==> src/rtl/subword_store_if.sv <==
// Bundles the store request/response handshake and the word-memory bus of
// subword_store_unit into one interface.
interface subword_store_if #(
    parameter int ADDR_W = 32
);
    logic              start;
    logic [1:0]        store_size;
    logic [ADDR_W-1:0] addr;
    logic [31:0]       wdata;
    logic              busy;
    logic              done;
    logic              misalign;
    logic [ADDR_W-1:0] mem_addr;
    logic              mem_rd_en;
    logic [31:0]       mem_rdata;
    logic              mem_wr_en;
    logic [31:0]       mem_wdata;

    // The store unit itself.
    modport slave (
        input  start, store_size, addr, wdata, mem_rdata,
        output busy, done, misalign, mem_addr, mem_rd_en, mem_wr_en, mem_wdata
    );

    // Pipeline control plus data memory, seen from outside the unit.
    modport master (
        output start, store_size, addr, wdata, mem_rdata,
        input  busy, done, misalign, mem_addr, mem_rd_en, mem_wr_en, mem_wdata
    );
endinterface

==> src/rtl/subword_store_unit.sv <==
// Byte/half/word store into a word-only memory via read-modify-write.
// Define STORE_ALIGN_CHECK_EN to fault misaligned half/word stores instead of forcing alignment.
module subword_store_unit #(
    parameter int ADDR_W = 32
) (
    input  logic          clk,
    input  logic          reset,
    subword_store_if.slave bus
);
    typedef enum logic [2:0] {
        IDLE  = 3'd0,
        READ  = 3'd1,
        MERGE = 3'd2,
        WRITE = 3'd3,
        DONE  = 3'd4
    } state_t;

    state_t            state_reg;
    state_t            state_next;
    logic [ADDR_W-1:0] addr_reg;
    logic [15:0]       wdata_reg;
    logic [1:0]        size_reg;
    logic [31:0]       wbuf_reg;
    logic [31:0]       merged;
    logic              accept;
    logic              req_word;
    logic              req_misaligned;

    assign accept   = (state_reg == IDLE) && bus.start;
    // Reserved size 2'b11 shares the word path.
    assign req_word = bus.store_size[1];

`ifdef STORE_ALIGN_CHECK_EN
    logic misalign_reg;

    assign req_misaligned = req_word ? (bus.addr[1:0] != 2'b00)
                                     : (bus.store_size[0] && bus.addr[0]);

    always_ff @(posedge clk or posedge reset) begin
        if (reset) begin
            misalign_reg <= 1'b0;
        end else if (accept) begin
            misalign_reg <= req_misaligned;
        end
    end

    assign bus.misalign = (state_reg == DONE) && misalign_reg;
`else
    assign req_misaligned = 1'b0;
    assign bus.misalign   = 1'b0;
`endif

    always_comb begin
        state_next = state_reg;
        case (state_reg)
            IDLE: begin
                if (bus.start) begin
                    if (req_misaligned) begin
                        state_next = DONE;
                    end else if (req_word) begin
                        state_next = WRITE;
                    end else begin
                        state_next = READ;
                    end
                end
            end
            READ:    state_next = MERGE;
            MERGE:   state_next = WRITE;
            WRITE:   state_next = DONE;
            DONE:    state_next = IDLE;
            default: state_next = IDLE;
        endcase
    end

    always_ff @(posedge clk or posedge reset) begin
        if (reset) begin
            state_reg <= IDLE;
        end else begin
            state_reg <= state_next;
        end
    end

    // Per-lane merge: a selected lane takes the truncated register value,
    // every other lane is passed through exactly as read.
    generate
        for (genvar gi = 0; gi < 4; gi++) begin : g_lane
            localparam logic [1:0] LANE = 2'(gi);
            logic       lane_sel;
            logic [7:0] lane_src;

            assign lane_sel = size_reg[1] ||
                              (size_reg[0] ? (addr_reg[1] == LANE[1])
                                           : (addr_reg[1:0] == LANE));
            assign lane_src = size_reg[0] ? wdata_reg[8*(gi%2) +: 8] : wdata_reg[7:0];
            assign merged[8*gi +: 8] = lane_sel ? lane_src : bus.mem_rdata[8*gi +: 8];
        end
    endgenerate

    always_ff @(posedge clk or posedge reset) begin
        if (reset) begin
            addr_reg  <= '0;
            wdata_reg <= '0;
            size_reg  <= '0;
            wbuf_reg  <= '0;
        end else if (accept) begin
            addr_reg  <= bus.addr;
            wdata_reg <= bus.wdata[15:0];
            size_reg  <= bus.store_size;
            // The word path skips MERGE, so its write word is loaded here.
            wbuf_reg  <= bus.wdata;
        end else if (state_reg == MERGE) begin
            wbuf_reg  <= merged;
        end
    end

    assign bus.busy      = (state_reg != IDLE);
    assign bus.done      = (state_reg == DONE);
    assign bus.mem_rd_en = (state_reg == READ);
    assign bus.mem_wr_en = (state_reg == WRITE);
    assign bus.mem_addr  = {addr_reg[ADDR_W-1:2], 2'b00};
    assign bus.mem_wdata = wbuf_reg;
endmodule

==> src/flat_wrapper.sv <==
// flat-port wrapper written by rule: the top's interface ports become plain ports
module subword_store_unit_flat 
#(
    parameter int ADDR_W = 32
)
  (clk, reset, bus_start, bus_store_size, bus_addr, bus_wdata, bus_mem_rdata, bus_busy, bus_done, bus_misalign, bus_mem_addr, bus_mem_rd_en, bus_mem_wr_en, bus_mem_wdata);
  subword_store_if #(.ADDR_W(ADDR_W)) bus_i ();
  input  logic clk;
  input  logic reset;
  input wire logic [$bits(bus_i.start)-1:0] bus_start;
  input wire logic [$bits(bus_i.store_size)-1:0] bus_store_size;
  input wire logic [$bits(bus_i.addr)-1:0] bus_addr;
  input wire logic [$bits(bus_i.wdata)-1:0] bus_wdata;
  input wire logic [$bits(bus_i.mem_rdata)-1:0] bus_mem_rdata;
  output wire logic [$bits(bus_i.busy)-1:0] bus_busy;
  output wire logic [$bits(bus_i.done)-1:0] bus_done;
  output wire logic [$bits(bus_i.misalign)-1:0] bus_misalign;
  output wire logic [$bits(bus_i.mem_addr)-1:0] bus_mem_addr;
  output wire logic [$bits(bus_i.mem_rd_en)-1:0] bus_mem_rd_en;
  output wire logic [$bits(bus_i.mem_wr_en)-1:0] bus_mem_wr_en;
  output wire logic [$bits(bus_i.mem_wdata)-1:0] bus_mem_wdata;
  assign bus_i.start = bus_start;
  assign bus_i.store_size = bus_store_size;
  assign bus_i.addr = bus_addr;
  assign bus_i.wdata = bus_wdata;
  assign bus_i.mem_rdata = bus_mem_rdata;
  assign bus_busy = bus_i.busy;
  assign bus_done = bus_i.done;
  assign bus_misalign = bus_i.misalign;
  assign bus_mem_addr = bus_i.mem_addr;
  assign bus_mem_rd_en = bus_i.mem_rd_en;
  assign bus_mem_wr_en = bus_i.mem_wr_en;
  assign bus_mem_wdata = bus_i.mem_wdata;
  subword_store_unit #(.ADDR_W(ADDR_W)) u_core (.clk(clk), .reset(reset), .bus(bus_i));
endmodule
==> config.mk <==
export PLATFORM = sky130hd
export DESIGN_NAME = subword_store_unit_flat
export DESIGN_NICKNAME = d
export VERILOG_FILES = /design/src/rtl/subword_store_if.sv /design/src/rtl/subword_store_unit.sv /design/src/flat_wrapper.sv
export SDC_FILE = /design/constraint.sdc
export NUM_CORES = 1
export LEC_CHECK = 0
export ABC_CLOCK_PERIOD_IN_PS = 2500
export BUFFER_PORTS_ARGS = -buffer_cell sky130_fd_sc_hd__buf_4
export CAP_MARGIN = 0
export CORE_ASPECT_RATIO = 0.7
export CORE_MARGIN = 2
export CORE_UTILIZATION = 25
export DETAILED_ROUTE_END_ITERATION = 10
export GPL_ROUTABILITY_DRIVEN = 0
export PLACE_DENSITY = 0.6
export SLEW_MARGIN = 20
export SYNTH_ARGS = -nofsm -noshare
export SYNTH_HDL_FRONTEND = slang
export SYNTH_SLANG_ARGS = --single-unit
==> constraint.sdc <==
create_clock -name clk -period 2.5 [get_ports clk]
set_input_delay 0.25 -clock clk [delete_from_list [all_inputs] [get_ports clk]]
set_output_delay 0.25 -clock clk [all_outputs]
set_load 0.005 [all_outputs]
---- Yosys cells after proc, flatten, opt, wreduce, memory -nomap -nowiden ----
Cells that the tools add are included.
storage, ports and cells
  bits in registers ....................... 85
  input port bits ......................... 101
  output and inout bits ................... 69
  word-level logic and storage cells ...... 37
operators by class
  equality and inequality tests ........... 8
  multiplexer cells ....................... 14
  bitwise operators ....................... 1
  reduce and logical (&&, ||, !) cells .... 9
operators by type and width
  kind                  number
  $mux W32              2
  $mux W8               5
  $pmux W3 S4           1
  $eq A3 B2 Y1 const B  2
  $eq A2 B2 Y1 const B  2
  $logic_or A1 B1 Y1    4
  $mux W1               4
  $eq A3 B1 Y1 const B  1
  $eq A3 B3 Y1 const B  1
  $logic_not A3 Y1      1
  $mux W3               1
  $reduce_bool A3 Y1    1
  $eq A2 B1 Y1 const B  1
  $logic_not A2 Y1      1
  $mux W2               1
  $ne A2 B2 Y1 const B  1
  $reduce_bool A2 Y1    1
  $logic_and A1 B1 Y1   1
  $not A1 Y1            1

---- Longest topological paths before layout ----
Gate-level depths: netlist (run 1).
  depth after elaboration ................. 6
  depth in mapped cells ................... 8
  gate-level depth less buffers ........... 5

---- Least setup slack after synthesis (run 1) ----
OpenSTA, ideal clock, no wires.
  path type ............................... flip-flop to flip-flop
  start point ............................. register u_core.state_reg[0]
  end point ............................... register u_core.wbuf_reg[10], in the netlist u_core.bus.mem_wdata[10]
  library setup time ...................... 0.121 ns
  arrival ................................. 1.409 ns
  data required time ...................... 2.379 ns
  slack ................................... 0.969 ns
  cell stages (with the launch flop) ...... 7
  buffers on the path ..................... 3
  clock period less this slack ............ 1.531 ns
  cell sequence ........................... dfrtp_1 -> buf_6 -> nor4b_4 -> buf_6 -> buf_4 -> a211oi_1 -> o22a_1
between the ends
  word-level cells in the longest chain between the ends .. 3
  elaborated cells between the ends (all ways) .. 5
  those cells by class .................... 1 x eq/ne; 1 x mux; 3 x reduce/logical
ends and longest elaborated chain
  element                                         line                       source
  start: declaration                              subword_store_unit.sv:18   state_t state_reg;
  start signal: assignment                        subword_store_unit.sv:79   state_reg <= state_next;
  $logic_not A3 Y1                                subword_store_unit.sv:29   assign accept = (state_reg == IDLE) && bus.start;
  $logic_and A1 B1 Y1                             subword_store_unit.sv:29
  $mux W32 or $reduce_bool A2 Y1 (tied branches)  n/a
  end signal: assignment                          subword_store_unit.sv:110  wbuf_reg <= bus.wdata;
  end signal: assignment                          subword_store_unit.sv:112  wbuf_reg <= merged;
  end: declaration                                subword_store_unit.sv:23   logic [31:0] wbuf_reg;
Parallel ways exist; a longest one is shown, timed or not.
A chain may end at the register's enable or synchronous reset.

---- Worst setup path after layout (run 1) ----
  start point ............................. register u_core.size_reg[0]
  end point ............................... register u_core.wbuf_reg[26], in the netlist u_core.bus.mem_wdata[26]
between the ends
  word-level cells in the longest chain between the ends .. 5
  elaborated cells between the ends (all ways) .. 6
  those cells by class .................... 5 x mux; 1 x reduce/logical
ends and longest elaborated chain
  element                   line                       source
  start: declaration        subword_store_unit.sv:22   logic [1:0] size_reg;
  start signal: assignment  subword_store_unit.sv:108  size_reg <= bus.store_size;
  $mux W1                   subword_store_unit.sv:92   (size_reg[0] ? (addr_reg[1] == LANE[1])
  $logic_or A1 B1 Y1        subword_store_unit.sv:91   assign lane_sel = size_reg[1] ||
  $mux W8 (*)               subword_store_unit.sv:95   assign merged[8*gi +: 8] = lane_sel ? lane_src : bus.mem_rdata[8*gi +: 8];
  $mux W32 (*)              subword_store_unit.sv:111  end else if (state_reg == MERGE) begin
  $mux W32 (*)              subword_store_unit.sv:105  end else if (accept) begin
Mark *: on every way between the ends. The rest lies on a longest branch, timed or not. The select of a mux whose other input is x is not followed.

==> results of run 1 <==
logic make-up after synthesis:
logic type | synth area share (%)
simple gates | 19.01
compound gates | 14.64
other cells | 0.08849
flops | 50.19
mux | 5.669
buf+inv | 10.39
worst max-delay path by stage:
stage | depth (start not counted) | to
after floorplan | 1 | u_core.addr_reg[0]
after global placement | 4 | u_core.bus.mem_wdata[27]
after detailed placement | 4 | u_core.bus.mem_wdata[31]
after CTS | 3 | bus_busy
after global routing | 5 | u_core.bus.mem_wdata[6]
final | 4 | u_core.bus.mem_wdata[26]
report_power, final:
group / internal (W) / total [W] / leakage [nW] / switching [W]
clock network: 0.000719 / 0.00137 / 0.152 / 0.000646
registers: 0.00206 / 0.00264 / 1.03 / 0.000582
logic: 0.00174 / 0.00351 / 1.68 / 0.00177
total: 0.00452 / 0.00752 / 2.86 / 0.00299
what timing repair did:
| item | CTS | global route |
|---|---|---|
| buffers inserted | 0 | 0 |
| hold buffers | 1 | 0 |
| endpoints found under the hold margin | 28 | 0 |
metal layers:
layer  global-route usage (%)  part of all wire [%]  wire [um]
met5                        0                     0          0
met4                    3.515                  0.87        113
met3                    5.095                   7.8       1013
met2                    23.78                    47       6106
met1                    18.93                    44       5758
area by class of cell:
| class | instances | area [sq um] | area share [%] |
|---|---|---|---|
| inverter | 3 | 12.51 | 0.2172 |
| multi-input combinational | 300 | 1678 | 29.13 |
| clock inverter | 7 | 83.83 | 1.456 |
| clock buffer | 9 | 225.2 | 3.910 |
| sequential | 85 | 2127 | 36.93 |
| timing repair buffer | 178 | 1351 | 23.46 |
| tap | 225 | 281.5 | 4.888 |
Yosys cell counts (all sizes together) (10+ instances only):
| cell | instances |
|---|---|
| a211oi | 10 |
| a21oi | 14 |
| buf | 58 |
| dfrtp | 85 |
| mux2i | 24 |
| nand2 | 149 |
| o21ai | 14 |
| o22ai | 12 |
per-stage QoR:
| stage | utilization, % | setup slack, ns |
|---|---|---|
| final | 35.02 | 0.5272 |
| after global placement | 33.08 | 0.6569 |
| after detailed placement | 33.08 | 0.5831 |
| after floorplan | - | 0.05650 |
| after CTS | 35.02 | 0.5126 |
| after global routing | 35.02 | 0.3672 |
worst max-delay path, cell delays in order (launching register included):
cell,delay (ns)
dfrtp_1,0.71
o21a_1,0.42
or2_1,0.32
a31oi_1,0.13
a32o_1,0.28
==> metrics.md, run 1 <==
| Metric | Value |
|---|---|
| Period utilization | 78.91% |
| Drc violations | 0 |
| Post-route ant nets | 0 |
| Final instance area | around 5800 sq um |
| Cell Area, Placed | around 5400 sq um |
| Crit Path Category | flop to flop |
| Distinct cells, synth | 36 |
| Sequential area share after synthesis | 50.19% |
| Status | finished, final reports clean |
| Worst Path Required | 2.73 ns |
| PortBufs | approximately 170 |
| First-pass GRT wire length | 20840 um |
| Worst-Skew Late Latency | 0.35 ns |
| Hold endpoint | u_core.addr_reg[30] |
| # Max-Cap Violations | 0 |
| Mapped cell area | roughly 4200 sq um |
| Critical Path Source | u_core.size_reg[0] |
| Io pins | between 150 and 200 |
| CP Capture Type | flop |
| Post-Syn Area per Cell | 9.376 sq um |
| TritonCTS buffer count | 9 |
| GRT Util Overall | 14.67% |
| Post-synth EDFFs | 0 |
| Slew Limit Fails | 0 |
| Num Clock Sinks | 85 |
| Worst Hold Slack | 0.08814 ns |
| Top_reg_cell synth | dfrtp_1 |
| 1st-iter DRT viols | 147 |
| Finish-stage setup viols | 0 |
| Root buf cell | clkbuf_16 |
| FFs w/ async S/R, synth | 100.0% |
| Leakage | 2.858 nW |
| Cell accounting for the most synthesized area | dfrtp_1 |
| Drt wl/cell | 16.10 um |
| Most common cell after layout, fill and taps aside | buf_4 |
| Via count | 3618 |
| Worst r2r src | u_core.size_reg[0] |
| CP Data Arrival Time | 2.21 ns |
| Layout Cells excl Fill | 807 |
| Final Hold Vio Count | 0 |
| Pre-Repair DR Iteration Count | 4 |
| Post-route setup TNS | 0 ns |
| Yosys top cell area share | 50.19% |
| PwrDens | 1305 nW/um^2 |
| Fillcell total | 1710 |
| Row cnt | 39 |
| Crit path time final | 1.973 ns |
| Chip width | between 150 and 200 um |
| CTS H-tree depth | 3 |
| Commonest cells after routing, fill and taps aside | 176 x buf_4, 149 x nand2_1, 85 x dfrtp_1 |
| Die height | 112.9 um |
| Grt ovf | 0 |
| Clock Skew | 0.01524 ns |
| Post-cts repair resize count | 0 |
| Vias in the first global route | 3833 |
| Worst hold-check path type | input port to flop |
| Layout cells sized above 1 | 34.19% |
| Dpl hpwl | 9833 um |
| Slew at the pin closest to its max-slew limit | ~0.63 ns |
| Core area | 16440 sq um |
| Area contributors post-synth | dfrtp_1 50%, nand2_1 13%, buf_4 6.0% |
| Total wire length | 12990 um |
| Initial antenna violation count | 0 |
| YS warnings | 0 |
| Antenna cell count | 0 |
| Hold Startpoint | bus_addr[30] |
| CTS tree | yes |
| Flops & latches, synth | 85 |
| Slew HR | 58.29% |
| Vias per std cell | 4.483 |
| Hold Path Stages | 3 |
| Cells after Synth | 452 |
| Area delta synth->final | 35.90% |
| Fmax | 506.9 MHz |
| Worst r2r path cells | 4 |
| Largest net degree at the start of global routing | 58 |
| Placed cells | 790 |
| Unrepaired setup endpoints after global routing | no |
| Critical Path Start Type | flop |
| Die area | 18030 sq um |
| Worst vdd ir | 409.0 uV |
| Maximum fanout along the worst path | 12 |
| Clock buffer depth | 2 |
| Total power | 0.007516 W |
| Layout Nets | 678 |
| Clock slew at reported path FFs | 0.08 ns |
| Register-to-register setup slack | approximately 0.53 ns |
| FF-to-FF End | u_core.bus.mem_wdata[26] |
| Initial core utilization | between 20% and 30% |
Power figures use the tool's default switching activity.
==> inputs of run 2 (changes only) <==
- ABC_CLOCK_PERIOD_IN_PS: 2500 -> 2000
- PLACE_DENSITY: 0.6 -> 0.59
- clock period: 2.5 -> 2 ns (I/O delays scaled with it)
==> run 2 against run 1 <==
Net effect:
- the flow now finishes with violations (negative hold slack)
- utilization rose by 0.40 points
- cell count rose by 0.25%
- via count rose by 2.0%
- critical path depth fell by 1
- sequential cell count did not move
- wire length rose by 0.63%
- global-route usage rose by 0.053 points
- non-clock buffer count rose by 2
- die area did not move
- count of clock-buffer cells in the layout rose by 2
- largest cell class unchanged
==> metrics.md, run 2 (same netlist as run 1, synthesis figures left out) <==
| Metric | Value |
|---|---|
| Num Clock Sinks | between 80 and 90 |
| Largest net degree at the start of global routing | 86 |
| Sequential share of power | 33.3% |
| Slowest CP cell | dfrtp_1 |
| Finish-stage setup viols | 0 |
| CTS tree | yes |
| # Max-Cap Violations | 0 |
| Hold-fix buffers, CTS | 0 |
| Clock buffer depth | 2 |
| Layout cells sized above 1 | around a third |
| First-pass GRT wire length | 21020 um |
| Worst vdd ir | 560.8 uV |
| PortBufs | 166 |
| 1st-iter DRT viols | 229 |
| Critical Path Source | u_core.state_reg[1] |
| Failing checks | negative hold slack |
| Clock Skew | 0.01067 ns |
| Vias per std cell | roughly 4.6 |
| Row cnt | 39 |
| Slew at the pin closest to its max-slew limit | between 0.5 and 0.6 ns |
| TritonCTS buffer count | 9 |
| Die area | 18030 sq um |
| Worst-Skew Late Latency | 0.34 ns |
| Clock slew at reported path FFs | around 0.06 ns |
| Initial antenna violation count | 1 |
| Fillcell total | 1688 |
| P_sw | 0.003662 W |
| Slew Limit Fails | 0 |
| Root buf cell | clkbuf_16 |
| Crit path time final | 1.777 ns |
| Final instance area | 5824 sq um |
| Most common cell after layout, fill and taps aside | buf_4 |
| Dpl hpwl | 9770 um |
| Antenna cell count | 0 |
| Status | finished with violations |
| Worst Hold Slack | -0.01658 ns |
| Core area | 16440 sq um |
| Net Sw Frac | 37.55% |
| P_int | 0.006091 W |
| Final Hold Vio Count | 20 |
| Unrepaired setup endpoints after global routing | no |
| PwrDens | approximately 1700 nW/um^2 |
| Post-route ant nets | 0 |
| Critical Path Start Type | flop |
| Period utilization | 88.83% |
| Cell Area, Placed | about 5500 sq um |
| Post-CTS repair timing setup buffer count | 0 |
| Most used cell, CP | buf_4 |
| Drt wl/cell | 16.16 um |
| Crit-path cells | buf_4 > or3_1 > buf_4 |
| Crit Path Category | flop to output pin |
| Post-cts repair resize count | 0 |
| Drc violations | 0 |
| GRT Util Overall | 14.72% |
| Leakage | 2.885 nW |
| Worst Path Required | 1.80 ns |
| Gate power share | a little under half |
| Commonest cells after routing, fill and taps aside | 179 x buf_4, 149 x nand2_1, 85 x dfrtp_1 |
| CP Capture Type | output pin |
| Chip width | 159.6 um |
| Pre-Repair DR Iteration Count | 4 |
| Initial core utilization | roughly 26% |
| Io pins | 170 |
| Worst r2r path cells | 5 |
| Fmax | between 500 and 600 MHz |
| Maximum fanout along the worst path | 23 |
| Grt ovf | 0 |
| Register-to-register setup slack | just under 0.3 ns |
| Post-route setup TNS | 0 ns |
| Worst hold-check path type | input port to async pin |
| Slew HR | 64.54% |
| Vias in the first global route | 3959 |
| Via count | approximately 3700 |
| FF-to-FF End | u_core.bus.mem_wdata[28] |
| Die height | 112.9 um |
| CP Data Arrival Time | 1.58 ns |
| Worst r2r src | u_core.state_reg[0] |
| Layout Nets | 680 |
| Total wire length | 13070 um |
| Area delta synth->final | 37.44% |
| Slowest stage delay, CP | 0.46 ns |
| Clock power share | between 20% and 30% |
| CTS H-tree depth | 3 |
run 2: cell types whose count changed in the layout (fill, tap and decap cells not counted), sizes merged:
cell	delta
clkinvlp	+2
buf	+3
inv	-5
clkbuf	+2
clkinv	-2
dlygate4sd3	-1
bufinv	+3
run 2: area by class of cell:
cell class	count	area [sq um]	area share [%]
inverters	3	15.01	0.2578
repair buffers	180	1364	23.42
clock buffers	11	252.7	4.339
flip-flops and latches	85	2127	36.52
clock inverters	5	106.4	1.826
multi-input cells	300	1678	28.81
well taps	225	281.5	4.834
run 2: power by group through the flow:
| stage | clock (W) | combinational, W | sequential [W] |
|---|---|---|---|
| 2_1_floorplan | 0 | 0.00321 | 0.00304 |
| 3_3_place_gp | 0 | 0.00444 | 0.00326 |
| 3_5_place_dp | 0 | 0.00457 | 0.00329 |
| 4_1_cts | 0.00207 | 0.00457 | 0.00326 |
| 5_1_grt | 0.00213 | 0.00503 | 0.00336 |
| 6_report | 0.00200 | 0.00451 | 0.00325 |
run 2: critical path: cells and delay by family (launching register included):
family        cells  cell delay (ns)
flops             1             0.46
buf+inv           2             0.41
simple gates      1             0.38
run 2: stage by stage:
step | power, W | setup slack (ns) | util, % | instances | hold WS [ns]
CTS | 0.009897 | 0.2245 | 35.42 | 809 | 0.008813
global placement | 0.007694 | 0.3990 | 33.23 | 793 | 0.3663
detailed placement | 0.007853 | 0.3082 | 33.23 | 793 | 0.3746
floorplan | 0.006242 | 0.4694 | - | 454 | 0.3054
global route | 0.01052 | 0.08885 | 35.42 | 809 | 0.02519
finish | 0.009753 | 0.2234 | 35.42 | 809 | -0.01658
run 2: worst max path at each step:
stage / end / depth (start not counted) / slack, ns
2_1_floorplan: u_core.bus.mem_wdata[10] / 6 / 0.47
3_3_place_gp: u_core.bus.mem_wdata[26] / 5 / 0.40
4_1_cts: bus_busy / 3 / 0.22
3_5_place_dp: u_core.bus.mem_wdata[20] / 5 / 0.31
6_report: bus_busy / 3 / 0.22
5_1_grt: u_core.bus.mem_wdata[20] / 5 / 0.09
run 2: per-layer routing:
metal  up-vias  GRT usage [%]  part of all wire [%]
met1      1774          18.59                    44
li1       1754              -                     -
met4         2          3.818                   1.0
met2       149          24.18                    46
met3        12          5.169                   8.5
met5         -              0                 0.069
